===== src/rtl/fpu_pkg.sv =====
// Shared FPU definitions: default register file geometry, canonical quiet NaN
// and the FP register data type.
package fpu_pkg;

  localparam int FLEN_DEFAULT  = 32;
  localparam int NREGS_DEFAULT = 32;

  // Kept for NaN-boxing single-precision values in a 64-bit register file.
  localparam logic [31:0] CANONICAL_QNAN = 32'h7FC00000;

  typedef logic [FLEN_DEFAULT-1:0] fp_reg_t;

endpackage


===== src/rtl/fp_scoreboard.sv =====
// Pending-write scoreboard for the FP register file: issue sets a busy bit,
// writeback clears it, with per-read-port lookups (bypass-aware under FP_RF_BYPASS_EN).
module fp_scoreboard
  import fpu_pkg::*;
#(
  parameter int NREGS = NREGS_DEFAULT,
  parameter int NRD   = 3,
  parameter int AW    = $clog2(NREGS)
) (
  input  logic              clk,
  input  logic              rst,
  input  logic              issue_valid,
  input  logic [AW-1:0]     issue_rd,
  input  logic              reg_write,
  input  logic [AW-1:0]     write_reg,
  input  logic [NRD*AW-1:0] read_reg,
  output logic [NRD-1:0]    read_busy,
  output logic [NREGS-1:0]  busy_vec
);

  logic [NREGS-1:0] busy;
  logic [NREGS-1:0] busy_next;

  // Set is applied after clear so a same-register issue supersedes the writeback.
  always_comb begin
    busy_next = busy;
    if (reg_write)
      busy_next[write_reg] = 1'b0;
    if (issue_valid)
      busy_next[issue_rd] = 1'b1;
  end

  always_ff @(posedge clk) begin
    if (rst)
      busy <= '0;
    else
      busy <= busy_next;
  end

  always_comb begin
    read_busy = '0;
    for (int i = 0; i < NRD; i++) begin
      read_busy[i] = busy[read_reg[i*AW +: AW]];
`ifdef FP_RF_BYPASS_EN
      // A register written back this cycle is only pending if re-issued this cycle.
      if (reg_write && (write_reg == read_reg[i*AW +: AW]))
        read_busy[i] = issue_valid && (issue_rd == read_reg[i*AW +: AW]);
`endif
    end
  end

  assign busy_vec = busy;

endmodule


===== src/rtl/fp_regfile_mp.sv =====
// Multi-port FP register file with pending-write scoreboard.
// Optional write-through bypass enabled by defining FP_RF_BYPASS_EN.
module fp_regfile_mp
  import fpu_pkg::*;
#(
  parameter int FLEN  = FLEN_DEFAULT,
  parameter int NREGS = NREGS_DEFAULT,
  parameter int NRD   = 3,
  parameter int AW    = $clog2(NREGS)
) (
  input  logic                clk,
  input  logic                rst,
  input  logic                reg_write,
  input  logic [AW-1:0]       write_reg,
  input  logic [FLEN-1:0]     write_data,
  input  logic [NRD*AW-1:0]   read_reg,
  output logic [NRD*FLEN-1:0] read_data,
  output logic [NRD-1:0]      read_busy,
  input  logic                issue_valid,
  input  logic [AW-1:0]       issue_rd,
  output logic [NREGS-1:0]    busy_vec
);

  logic [FLEN-1:0] regs [NREGS];

  always_ff @(posedge clk) begin
    if (rst) begin
      for (int r = 0; r < NREGS; r++)
        regs[r] <= '0;
    end else if (reg_write) begin
      regs[write_reg] <= write_data;
    end
  end

  always_comb begin
    read_data = '0;
    for (int i = 0; i < NRD; i++) begin
      read_data[i*FLEN +: FLEN] = regs[read_reg[i*AW +: AW]];
`ifdef FP_RF_BYPASS_EN
      if (reg_write && (write_reg == read_reg[i*AW +: AW]))
        read_data[i*FLEN +: FLEN] = write_data;
`endif
    end
  end

  fp_scoreboard #(
    .NREGS (NREGS),
    .NRD   (NRD),
    .AW    (AW)
  ) u_scoreboard (
    .clk         (clk),
    .rst         (rst),
    .issue_valid (issue_valid),
    .issue_rd    (issue_rd),
    .reg_write   (reg_write),
    .write_reg   (write_reg),
    .read_reg    (read_reg),
    .read_busy   (read_busy),
    .busy_vec    (busy_vec)
  );

endmodule


===== config.mk =====
export PLATFORM = sky130hd
export DESIGN_NAME = fp_regfile_mp
export DESIGN_NICKNAME = d
export VERILOG_FILES = /design/src/rtl/fpu_pkg.sv /design/src/rtl/fp_scoreboard.sv /design/src/rtl/fp_regfile_mp.sv
export SDC_FILE = /design/constraint.sdc
export NUM_CORES = 2
export LEC_CHECK = 0
export ABC_CLOCK_PERIOD_IN_PS = 2800
export BUFFER_PORTS_ARGS = -buffer_cell sky130_fd_sc_hd__clkbuf_2
export CAP_MARGIN = 20
export CELL_PAD_IN_SITES_DETAIL_PLACEMENT = 0
export CELL_PAD_IN_SITES_GLOBAL_PLACEMENT = 1
export CORE_UTILIZATION = 30
export CTS_BUF_LIST = sky130_fd_sc_hd__clkbuf_8
export CTS_CLUSTER_SIZE = 24
export DETAILED_ROUTE_END_ITERATION = 7
export GPL_TIMING_DRIVEN = 0
export HOLD_SLACK_MARGIN = 0.12
export PLACE_DENSITY_LB_ADDON = 0.1
export SLEW_MARGIN = 10
export SYNTH_ARGS = -nofsm -noshare
export SYNTH_HDL_FRONTEND = slang
export SYNTH_SLANG_ARGS = --single-unit

===== constraint.sdc =====
create_clock -name clk -period 2.8 [get_ports clk]
set_input_delay 0.56 -clock clk [delete_from_list [all_inputs] [get_ports clk]]
set_output_delay 0.56 -clock clk [all_outputs]
set_load 0.03 [all_outputs]

==> results.cfg <==
[placed_design]
place_ws_ns = -2.31
place.port_buffers = 184
gp_congestion = 0.949
hpwlAfterDp_mm = 289

[power_and_ir_drop]
p_seq_share_pct = 43.2
p_comb_share_pct = 22.4
vdd.ir_drop.worst_mv = 0.544
powerDensity_nw_per_um2 = 530
p_leak_uw = 0.0333
p_int_uw = 29000
swShare_pct = 34.0
clkPwrFrac_pct = 34.5
p_switching_uw = 15000

[worst_setup_path]
cp_slowest_stage_delay_ns = 0.49
crit_type = input port to output pin
crit_top_cell = clkbuf_2
cp_top_family = buffers and inverters
critPathMaxFanout = 10
critPathLaunchType = input port
crit_slowest_cell = clkbuf_2
r2r_start = u_scoreboard.busy_vec[30]
endpoint_kind = output pin
worstPathRequired_ns = 2.24
path_buf_inv = 4
cp_cell_sequence = clkbuf_2, and2_1, buf_2, clkbuf_2, a22o_1, nor3_2, a31oi_4, nand3_2, buf_8
crit_start = read_reg[5]
arrival_ns = 2.74

[route]
drt_iter0_markers = 6979
ant_nets = 0
routed_wl_mm = 392
vias = 56600
wl_per_cell_um = 40.5
drt_pass1_iterations = 6
avgViaCountPerCell = 5.84
drc = 0

[min_path]
hold_path_class = input port to flip-flop
hold_start = write_reg[0]

[final_layout]
final_core_util_pct = 37.3
regArea_um2 = 31400
final_cell_mix = 1,572 x mux2i_1, 1,028 x and2_1, 1,024 x edfxtp_1, 320 x nand2_1
area_delta_synth_final_pct = 23.4
final_common_cell = mux2i_1
layout-drive-gt1-share_pct = 20.7
multi_input_area_um2 = 36300
fill_cells = 22200
finalNetCount = 6615

[synthesis]
netlist_top_cells_area = edfxtp_1 46%, mux2i_1 23%, and2_1 9.6%, a22oi_1 3.3%, a22o_1 2.6%
syn_nets = 6136
synth_top_area_cell = edfxtp_1
ys_types = 46
yosys_warnings = 0
netlist_instances = 6075
synth_top_area_share_pct = 45.7
synth_seq_area_share_pct = 46.7
netlist_area_um2 = 67300
synth-main-ff-cell = edfxtp_1
synth_seq_cells = 1056
synth_enable_flop_cells = 1024
avgSynthCellArea_um2 = 11.1
async_reset_ff_share_pct = 0

[global_route]
grt_pass1_vias = 55400
antenna_found_initial = 40
grt_pass1_wl_mm = 511
grt_remaining_overflow = 0
gr-usage-all-layers_pct = 33.9
grt_max_degree = 34

[floorplanning]
die_y_um = 476
coreArea_um2 = 223000
initial_utilization_pct = 30.2
ios = 192
die-area_um2 = 226000
fp-row-count = 173
die_w_um = 476

[clocking]
cts_tree = built
cts_buffer_depth = 3
clk_latency_ns = 1.00
cts.sinks = 1056
cts-root-buf = clkbuf_8
numCtsBuffers = 202
clk_pin_slew_ns = 0.06
htreeDepth = 4

[timing]
setup_slack_ns = -0.501
min_period_over_period_pct = 118
clock-skew-final_ns = 0
finalHoldViolCount = 0
slew_viol_final = 0
worstMarginPinSlew_ns = 1.24
maxSlewHeadroom_pct = 17.3
fin_crit_ns = 3.30
rsz0062_at_grt = true
setup_violations = 105
fmax_mhz = 303

[outcome]
violations = setup timing
outcome = complete, but fails checks

[run]
maxCapViolations = 0
==> sequential cells by signal, indices dropped and copies added, names as in the netlist <==
register	count
regs	1024
u_scoreboard.busy_vec	32
==> final cells by class <==
cell class,instances,share of cell area (%)
multi-input cells,4380,43.7
plain buffers,599,5.45
diodes,13,0.0392
well taps,2975,4.48
clock inverters,143,0.874
inverters,32,0.145
repair buffers,283,3.78
flip-flops and latches,1056,37.9
clock buffers,217,3.60
==> worst register-to-register path, stage by stage, from the launching register on <==
cell and delay [ns]:
dfxtp_2 0.51, inv_1 0.08, o22ai_1 0.16, dlygate4sd3_1 0.56
==> through the flow <==
step                hold slack, ns  total power [uW]  cell area [um2]  cells   TNS, ns
finish                       0.308             44000            83000   9698    -34.66
global route                 0.283             44900            83000   9687    -36.03
CTS                          0.207             43500            81900   9682    -38.30
detailed placement           0.570             27400            72800   9272   -428.14
global placement             0.562             27200            71900   9234  -1574.51
floorplan                    0.609             23300            67300   6075         0
==> power by group through the flow <==
stage	combinational (uW)	clock, uW	sequential [uW]
global placement	7910	0	19300
CTS	9290	15200	19000
global route	9970	15800	19100
finish	9840	15200	19000
floorplan	4310	0	19000
detailed placement	8080	0	19300
==> final timing paths <==
| path | slack, ns | endpoint | depth (start not counted) |
|---|---|---|---|
| worst max-delay path | -0.50 | read_data[45] | 9 |
| worst min register to register | 0.55 | u_scoreboard.busy_vec[14] | 2 |
| worst max register to register | 1.44 | u_scoreboard.busy_vec[30] | 3 |
| worst min-delay path | 0.31 | regs[30][31] | 3 |
==> cells in the mapped netlist (11+ instances only) <==
master,count
mux2i_1,1575
and2_1,1028
edfxtp_1,1024
nand2_1,321
nand3_1,300
a21oi_1,297
a22oi_1,297
clkbuf_1,255
a22o_1,198
buf_2,152
nor3_1,103
a31oi_1,99
buf_4,84
clkbuf_2,49
buf_1,39
a21o_1,32
dfxtp_1,32
inv_1,32
buf_6,28
nor2_1,22
o21ai_0,17
o22ai_1,11
==> kinds of logic (layout without fill, tap and decap cells) <==
group,Yosys count,after routing,share of synthesized area (%)
other,0,13,0
buffers and inverters,639,1274,4.72
AO/OA/AOI/OAI,964,964,9.76
flip-flops,1056,1056,46.7
AND/OR/NAND/NOR,1841,1841,15.4
multiplexers,1575,1575,23.4
==> timing repair <==
item	4_1_cts	5_1_grt
resized for setup	1164	337
setup endpoints to repair	99	99
endpoints found under the hold margin	96	0
setup buffers	14	0
pin swaps	189	122
hold buffers	43	0
==> metal layers <==
metal | vias up | share of wire (%) | GRT usage [%]
met2 | 3274 | 43 | 51.1
met5 | - | 0.026 | 0
li1 | 23500 | - | -
met4 | 14 | 5.7 | 17.5
met1 | 29000 | 42 | 45.7
met3 | 785 | 9.0 | 7.03
Power figures use the tool's default switching activity.
